File: src/rtl/module_despliegue_7seg_if.sv
// Operand/display bus between the holding-register stage and the 7-segment scan driver.
// The producer drives op_u/op_d/cargar. The display driver returns cargado, anodo and seg.
interface module_despliegue_7seg_if;
    logic [3:0] op_u;
    logic [3:0] op_d;
    logic       cargar;
    logic       cargado;
    logic [1:0] anodo;
    logic [6:0] seg;

    modport master (output op_u, op_d, cargar, input cargado, anodo, seg);
    modport slave  (input op_u, op_d, cargar, output cargado, anodo, seg);
endinterface

File: src/rtl/module_despliegue_7seg.sv
// Two-digit common-anode 7-segment scan driver with frame-boundary operand commit.
// Optional macro BLANK_CERO_EN blanks a leading zero in the tens slot.
module module_despliegue_7seg #(
    parameter int REFRESH_DIV = 27000
) (
    input  logic                        clk,
    input  logic                        rst,
    module_despliegue_7seg_if.slave     bus,
    output logic [1:0]                  dbg_estado
);
    // Load handshake: cargar is a one-cycle strobe whose op_u/op_d are sampled only
    // when the load commits at the APAGA_D->UNI edge. cargado pulses for that cycle.
    // A strobe cannot be refused. Further strobes before the commit merge into it.

    localparam int CW = $clog2(REFRESH_DIV);
    localparam logic [CW-1:0] CNT_MAX = CW'(REFRESH_DIV - 1);

`ifdef BLANK_CERO_EN
    localparam bit BLANK_CERO = 1'b1;
`else
    localparam bit BLANK_CERO = 1'b0;
`endif

    typedef enum logic [1:0] {
        UNI     = 2'd0,
        APAGA_U = 2'd1,
        DEC     = 2'd2,
        APAGA_D = 2'd3
    } estado_t;

    estado_t       estado;
    logic [CW-1:0] cnt;
    logic [3:0]    sh_u;
    logic [3:0]    sh_d;
    logic          pend;
    logic          commit;

    function automatic logic [6:0] dec7(input logic [3:0] v);
        logic [6:0] s;
        case (v)
            4'd0:    s = 7'b1000000;
            4'd1:    s = 7'b1111001;
            4'd2:    s = 7'b0100100;
            4'd3:    s = 7'b0110000;
            4'd4:    s = 7'b0011001;
            4'd5:    s = 7'b0010010;
            4'd6:    s = 7'b0000010;
            4'd7:    s = 7'b1111000;
            4'd8:    s = 7'b0000000;
            4'd9:    s = 7'b0010000;
            default: s = 7'b0111111;
        endcase
        return s;
    endfunction

    // A strobe on the commit edge itself is taken by that commit.
    assign commit     = (estado == APAGA_D) && (pend || bus.cargar);
    assign dbg_estado = estado;

    always_ff @(posedge clk or negedge rst) begin
        if (!rst) begin
            estado      <= APAGA_D;
            cnt         <= '0;
            sh_u        <= 4'd0;
            sh_d        <= 4'd0;
            pend        <= 1'b0;
            bus.cargado <= 1'b0;
            bus.anodo   <= 2'b11;
            bus.seg     <= 7'b1111111;
        end else begin
            bus.cargado <= 1'b0;
            if (commit)
                pend <= 1'b0;
            else if (bus.cargar)
                pend <= 1'b1;

            case (estado)
                UNI: begin
                    if (cnt == CNT_MAX) begin
                        estado    <= APAGA_U;
                        cnt       <= '0;
                        bus.anodo <= 2'b11;
                        bus.seg   <= 7'b1111111;
                    end else begin
                        cnt <= cnt + CW'(1);
                    end
                end
                APAGA_U: begin
                    estado <= DEC;
                    if (BLANK_CERO && (sh_d == 4'd0)) begin
                        bus.anodo <= 2'b11;
                        bus.seg   <= 7'b1111111;
                    end else begin
                        bus.anodo <= 2'b01;
                        bus.seg   <= dec7(sh_d);
                    end
                end
                DEC: begin
                    if (cnt == CNT_MAX) begin
                        estado    <= APAGA_D;
                        cnt       <= '0;
                        bus.anodo <= 2'b11;
                        bus.seg   <= 7'b1111111;
                    end else begin
                        cnt <= cnt + CW'(1);
                    end
                end
                APAGA_D: begin
                    estado    <= UNI;
                    bus.anodo <= 2'b10;
                    // The units slot must show the freshly committed digit on its first cycle.
                    if (commit) begin
                        sh_u        <= bus.op_u;
                        sh_d        <= bus.op_d;
                        bus.cargado <= 1'b1;
                        bus.seg     <= dec7(bus.op_u);
                    end else begin
                        bus.seg <= dec7(sh_u);
                    end
                end
                default: begin
                    estado <= APAGA_D;
                end
            endcase
        end
    end
endmodule

File: src/flat_wrapper.sv
// flat-port wrapper written by rule: the top's interface ports become plain ports
module module_despliegue_7seg_flat 
#(
    parameter int REFRESH_DIV = 27000
)
  (clk, rst, dbg_estado, bus_op_u, bus_op_d, bus_cargar, bus_cargado, bus_anodo, bus_seg);
  module_despliegue_7seg_if bus_i ();
  input  logic clk;
  input  logic rst;
  output logic [1:0] dbg_estado;
  input wire logic [$bits(bus_i.op_u)-1:0] bus_op_u;
  input wire logic [$bits(bus_i.op_d)-1:0] bus_op_d;
  input wire logic [$bits(bus_i.cargar)-1:0] bus_cargar;
  output wire logic [$bits(bus_i.cargado)-1:0] bus_cargado;
  output wire logic [$bits(bus_i.anodo)-1:0] bus_anodo;
  output wire logic [$bits(bus_i.seg)-1:0] bus_seg;
  assign bus_i.op_u = bus_op_u;
  assign bus_i.op_d = bus_op_d;
  assign bus_i.cargar = bus_cargar;
  assign bus_cargado = bus_i.cargado;
  assign bus_anodo = bus_i.anodo;
  assign bus_seg = bus_i.seg;
  module_despliegue_7seg #(.REFRESH_DIV(REFRESH_DIV)) u_core (.clk(clk), .rst(rst), .bus(bus_i), .dbg_estado(dbg_estado));
endmodule
File: config.mk
export PLATFORM = sky130hd
export DESIGN_NAME = module_despliegue_7seg_flat
export DESIGN_NICKNAME = d
export VERILOG_FILES = /design/src/rtl/module_despliegue_7seg_if.sv /design/src/rtl/module_despliegue_7seg.sv /design/src/flat_wrapper.sv
export SDC_FILE = /design/constraint.sdc
export NUM_CORES = 1
export LEC_CHECK = 0
export BUFFER_PORTS_ARGS = -buffer_cell sky130_fd_sc_hd__buf_2
export CAP_MARGIN = 20
export CORE_MARGIN = 2
export CORE_UTILIZATION = 56
export CTS_CLUSTER_DIAMETER = 60
export DETAILED_ROUTE_END_ITERATION = 7
export GPL_TIMING_DRIVEN = 0
export PLACE_DENSITY = 0.78
export SLEW_MARGIN = 20
export SYNTH_ARGS = -nofsm -noshare
export SYNTH_HDL_FRONTEND = slang
export SYNTH_SLANG_ARGS = --single-unit
File: constraint.sdc
create_clock -name clk -period 3.35 [get_ports clk]
set_input_delay 0.335 -clock clk [delete_from_list [all_inputs] [get_ports clk]]
set_output_delay 0.335 -clock clk [all_outputs]
set_load 0.03 [all_outputs]
==> results.cfg, run 1 <==
[clock_tree]
clockBufferDepth = 2
clk_transition_reported_paths_ns = 0.09
cts_tree = done
clk_latency_ns = 0.31
cts.repair.resized = 0
cts_setup_buffers = 0
cts-root-buf = clkbuf_8
htree_levels = 2
cts.sinks = 36
postCtsHoldBufs = 0
numCtsBuffers = 5

[timing]
clock_skew_ns = 0.0119
worst_pin_slew_ns = 0.767
period_share = 0.666
hold_viol = 0
hold-worst-slack_ns = 0.102
setup_viol = 0
period_needed_ns = 2.23
fin_tns_setup_ns = 0
final.setup.worst_slack_ns = 1.12
slew_viol_final = 0
fmax_ghz = 0.448
timing.slew.headroom = 0.489
rsz0062_at_grt = false

[floorplanning]
die-area_sq_um = 4560
die_w_microns = 67.5
die_y_microns = 67.5
initial_core_util = 0.573
rows = 23
coreArea_sq_um = 3940
io_pins = 23

[critical_path]
critPathSlowestCell = or4_2
worstSetupStartpointType = register
r2r-start = u_core.cnt[9]$_DFFE_PN0P_
slowest_delay_ns = 0.72
cp-startpoint = u_core.cnt[9]$_DFFE_PN0P_
crit_required_ns = 3.53
cp.arrival_ns = 2.41
cp_cell_sequence = or4_1 > or4_2 > nor2_2 > nor2_1
worstPathMaxFanout = 8
worst_setup_path_end_kind = register
worst-setup-path-type = reg -> reg

[finish]
seq_area_sq_um = 915
antennaDiodeCount = 0
layout_commonest_cell = nor2_1
nNetsFinal = 305
layout.cells.most_common_list = 27 x nor2_1, 25 x dfrtp_1, 23 x ha_1
drive_gt1_frac = 0.206
stdcell_count = 322
fill_cells = 332
syn2layout_area_growth_pct = 11.5
multiInputGateArea_sq_um = 1240

[grt]
grt_pass1_wl_microns = 7310
grt_overflow = 0
grt_max_degree = 37
grt_pass1_vias = 1651
grt_antenna_before_repair = 0
grt.total_usage = 0.220

[place]
hpwl_microns = 3300
dpl.cell_count = 314
preCtsSetupSlack_ns = 1.16
port-buffer-count = 21
gp_congestion = 0.862

[route]
drc = 0
first_iter_violations = 99
dr_total_vias = 1804
final_antenna_net_count = 0
firstDrtPassIters = 4
viasPerCell = 5.60
wl_microns = 4530
routedWlPerCell_microns = 14.1

[synth]
ys_types = 45
yosysSeqAreaShare = 0.405
ys_ff_latch = 36
post_synth.cell_area_avg_sq_um = 9.30
synth_nets = 277
syn_inst = 243
syn_area_sq_um = 2260
ys_top_cells_by_area = dfrtp_1 28%, dfstp_2 13%, ha_1 13%
ys_warn_count = 0
synthDominantCellAreaShare = 0.277
yosysTopAreaCell = dfrtp_1

[outcome]
status = completed

[pwr]
ir_drop_uv = 253
powerDensity_nw_per_um2 = 316
leakage_nw = 1.13
power_mw = 0.795

[min_path]
min_path_type = in -> async

[flow_run]
maxCapViolations = 0
per-layer routing:
layer	up-vias	wire length [microns]	global-route usage
met5	-	0	0
met4	0	108	0.122
met3	10	192	0.0467
li1	904	-	-
met1	848	2280	0.302
met2	42	1950	0.321
synthesized netlist by cell type (all sizes together):
master,instances
or3,1
a211oi,3
o22ai,4
mux2i,3
buf,2
a2111oi,1
o211ai,1
nand2b,2
xor2,6
o221ai,2
a32o,1
o311ai,1
o311a,2
and4,2
or2,3
dfstp,11
nor2,28
nand2,21
a31oi,4
o21ai,18
a22o,3
a21oi,15
nand3,6
o31ai,1
ha,23
o2111ai,2
or4,3
xnor2,7
nand4,4
inv,16
nor3,2
nor2b,5
dfrtp,25
clkbuf,7
and2,1
mux2,4
a21o,1
and3,2
cells by family (layout without fill, tap and decap cells):
logic type | Yosys count | in the layout | share of synthesized area
compound gates | 59 | 59 | 0.168
mux | 7 | 7 | 0.0332
xor+xnor | 13 | 13 | 0.0504
simple gates | 80 | 80 | 0.170
buf+inv | 25 | 54 | 0.0465
flops | 36 | 36 | 0.405
fa+ha+maj | 23 | 23 | 0.127
final timing paths:
kind | slack (ns) | to | depth (start not counted)
worst max-delay path | 1.12 | u_core.cnt[3]$_DFFE_PN0P_ | 4
worst min register to register | 0.49 | u_core.bus.seg[1]$_DFFE_PN1P_ | 2
worst min-delay path | 0.10 | u_core.cnt[2]$_DFFE_PN0P_ | 1
min in group clk | 0.25 | u_core.sh_d[2]$_DFFE_PN0P_ | 2
max in group asynchronous | 2.76 | u_core.bus.cargado$_DFF_PN0_ | 1
worst max register to register | 1.12 | u_core.cnt[3]$_DFFE_PN0P_ | 4
state kept, by name, summed over array words and instances, names as in the netlist:
name	flops
u_core.bus.anodo	2
u_core.bus.cargado	1
u_core.bus.seg	7
u_core.cnt	15
u_core.dbg_estado	2
u_core.pend	1
u_core.sh_d	4
u_core.sh_u	4
area by class of cell:
class / instances / share of cell area
clock inverters: 3 / 0.00943
repair buffers: 21 / 0.0417
well taps: 50 / 0.0248
plain buffers: 9 / 0.0179
multi-input cells: 182 / 0.492
clock buffers: 5 / 0.0273
inverters: 16 / 0.0238
flip-flops and latches: 36 / 0.363
report_power, final:
group / internal, mW / leakage, nW / total [mW] / switching [mW]
clock network: 0.147 / 0.0404 / 0.326 / 0.179
logic: 0.0111 / 0.641 / 0.0339 / 0.0228
registers: 0.435 / 0.444 / 0.435 / 0.0000000000000000187
metrics by stage:
stage / cell area (sq um) / util
2_1_floorplan: 2260 / -
6_report: 2520 / 0.639
3_5_place_dp: 2430 / 0.616
3_3_place_gp: 2430 / 0.616
4_1_cts: 2520 / 0.639
5_1_grt: 2520 / 0.639
worst max-delay path, delay by kind of cell (launching register included):
family        cells  cell delay (ns)
simple gates      4             1.67
flops             1             0.43
Note: power is estimated with default switching activity, not from simulation.
==> inputs of run 2 (changes only) <==
- CORE_UTILIZATION: 56 -> 53
- clock period: 3.35 -> 2.05 ns (I/O delays scaled with it)
==> run 2 against run 1 <==
The flow now finishes with violations (negative hold slack). Final cell count up 0.62%. Critical endpoint is now u_core.cnt[1]$_DFFE_PN0P_. Global-route usage down 1.0 points. Hold slack worse by 0.12 ns. Register-to-register slack got worse by 1.1 ns.
==> results.cfg, run 2 (synthesized netlist as in run 1, its figures left out) <==
[route]
firstDrtPassIters = 4
viasPerCell = 5.56
drc = 0
first_iter_violations = 101
routedWlPerCell_microns = 14.5
dr_total_vias = 1800
final_antenna_net_count = 0
wl_microns = 4710

[finish]
syn2layout_area_growth_pct = 13.7
drive_gt1_frac = 0.230
layout.cells.most_common_list = 26 x nor2_1, 25 x dfrtp_1, 23 x ha_1
layout_commonest_cell = nor2_1
nNetsFinal = 307
antennaDiodeCount = 0
fill_cells = 369
reg.largest.list = u_core.cnt (15), u_core.bus.seg (7)
final_area_sq_um = 2570
regMostFlops = u_core.cnt
largest_reg_flops = 15

[floorplanning]
initial_core_util = 0.557
die_w_microns = 69.3
die_y_microns = 69.3
die-area_sq_um = 4800
rows = 23
coreArea_sq_um = 4060
io_pins = 23

[clock_tree]
cts.sinks = 36
cts_tree = done
clk_transition_reported_paths_ns = 0.07
cts-root-buf = clkbuf_8
clk_latency_ns = 0.29
numCtsBuffers = 5
htree_levels = 2
clockBufferDepth = 2

[pwr]
clock_power_share = 0.408
ir_drop_uv = 233
powerDensity_nw_per_um2 = 505
seq_power_share = 0.548
switching_share = 0.227
p_sw_mw = 0.295
comb_power_share = 0.044
leakage_nw = 1.14
power.internal_mw = 1.00

[grt]
grt_max_degree = 37
grt_pass1_vias = 1743
grt_overflow = 0
grt_antenna_before_repair = 0
grt.total_usage = 0.210
grt_pass1_wl_microns = 8140

[critical_path]
rr_worst_depth = 4
crit_top_cell = or4_4
worst-setup-path-type = reg -> reg
cp_num_buf_inv = 0
cp.arrival_ns = 2.19
crit_required_ns = 2.24
r2r_slack_ns = 0.05
crit_family = simple AND/OR/NAND/NOR gates
worstSetupStartpointType = register
worst_setup_path_end_kind = register
slowest_delay_ns = 0.56
r2r-start = u_core.cnt[3]$_DFFE_PN0P_
cp-startpoint = u_core.cnt[3]$_DFFE_PN0P_
worstPathMaxFanout = 7
critPathSlowestCell = or4_4
cp_cell_sequence = or4_4 > or4_4 > and2_4 > a22o_2
regToRegEndpoint = u_core.cnt[1]$_DFFE_PN0P_

[timing]
period_share = 0.977
fmax_ghz = 0.499
period_needed_ns = 2.00
hold_viol = 25
setup_viol = 0
rsz0062_at_grt = true
fin_tns_setup_ns = 0
worst_pin_slew_ns = 0.766
hold-worst-slack_ns = -0.0160
slew_viol_final = 0
timing.slew.headroom = 0.489
clock_skew_ns = 0.00664
final.setup.worst_slack_ns = 0.0472

[place]
port-buffer-count = 21
hpwl_microns = 3350
preCtsSetupSlack_ns = -0.160
gp_congestion = 0.815
placed_area_sq_um = 2430

[outcome]
status = finished, violations left
violations = negative hold slack

[min_path]
min_path_type = in -> async

[flow_run]
maxCapViolations = 0
[run 2: cell count changes in the layout (fill, tap and decap cells not counted), sizes merged]
cell      change
buf           +2
clkbuf        +2
clkinvlp      -1
clkinv        -1
[run 2: final cells by class]
cell class | instances | area [sq um] | area share
multi-input cells | 182 | 1270 | 0.496
flip-flops and latches | 36 | 915 | 0.356
repair buffers | 24 | 128 | 0.0497
clock buffers | 7 | 86.3 | 0.0336
well taps | 50 | 62.6 | 0.0243
inverters | 16 | 60.1 | 0.0234
plain buffers | 8 | 37.5 | 0.0146
clock inverters | 1 | 7.51 | 0.00292
[run 2: power groups by stage]
stage	Clock, mW	Sequential (mW)	Combinational [mW]
4_1_cts	0.542	0.711	0.0571
5_1_grt	0.573	0.711	0.0639
2_1_floorplan	0	0.724	0.0248
6_report	0.529	0.711	0.0565
3_3_place_gp	0	0.724	0.0557
3_5_place_dp	0	0.724	0.0566
[run 2: worst max path at each step]
| stage | end | slack [ns] | depth (start not counted) |
|---|---|---|---|
| floorplan | u_core.cnt[1]$_DFFE_PN0P_ | 0.03 | 5 |
| global placement | u_core.cnt[4]$_DFFE_PN0P_ | -0.13 | 4 |
| detailed placement | u_core.cnt[6]$_DFFE_PN0P_ | -0.16 | 4 |
| CTS | u_core.bus.seg[6]$_DFFE_PN1P_ | 0.005 | 6 |
| global route | u_core.bus.seg[1]$_DFFE_PN1P_ | -0.002 | 4 |
| finish | u_core.cnt[1]$_DFFE_PN0P_ | 0.05 | 4 |
[run 2: stage by stage]
stage	std cells	total power, mW	utilization
6_report	324	1.30	0.633
5_1_grt	324	1.35	0.633
4_1_cts	324	1.31	0.630
3_5_place_dp	314	0.780	0.598
3_3_place_gp	314	0.780	0.598
2_1_floorplan	243	0.749	-
[run 2: timing repair]
action / 4_1_cts / 5_1_grt
endpoints found under the setup margin: 20 / 11
buffers inserted: 3 / 0
hold buffers: 0 / 0
gates resized for setup: 6 / 4
pin swaps: 3 / 0
endpoints found under the hold margin: 0 / 0
[run 2: routing by layer]
metal  up-vias  part of all wire  routed length (microns)  global-route usage
met4         0             0.015                       69              0.0697
met2        36              0.48                     2240               0.330
met3         7             0.036                      168              0.0480
met5         -                 0                        0                   0
met1       851              0.47                     2230               0.287
li1        906                 -                        -                   -
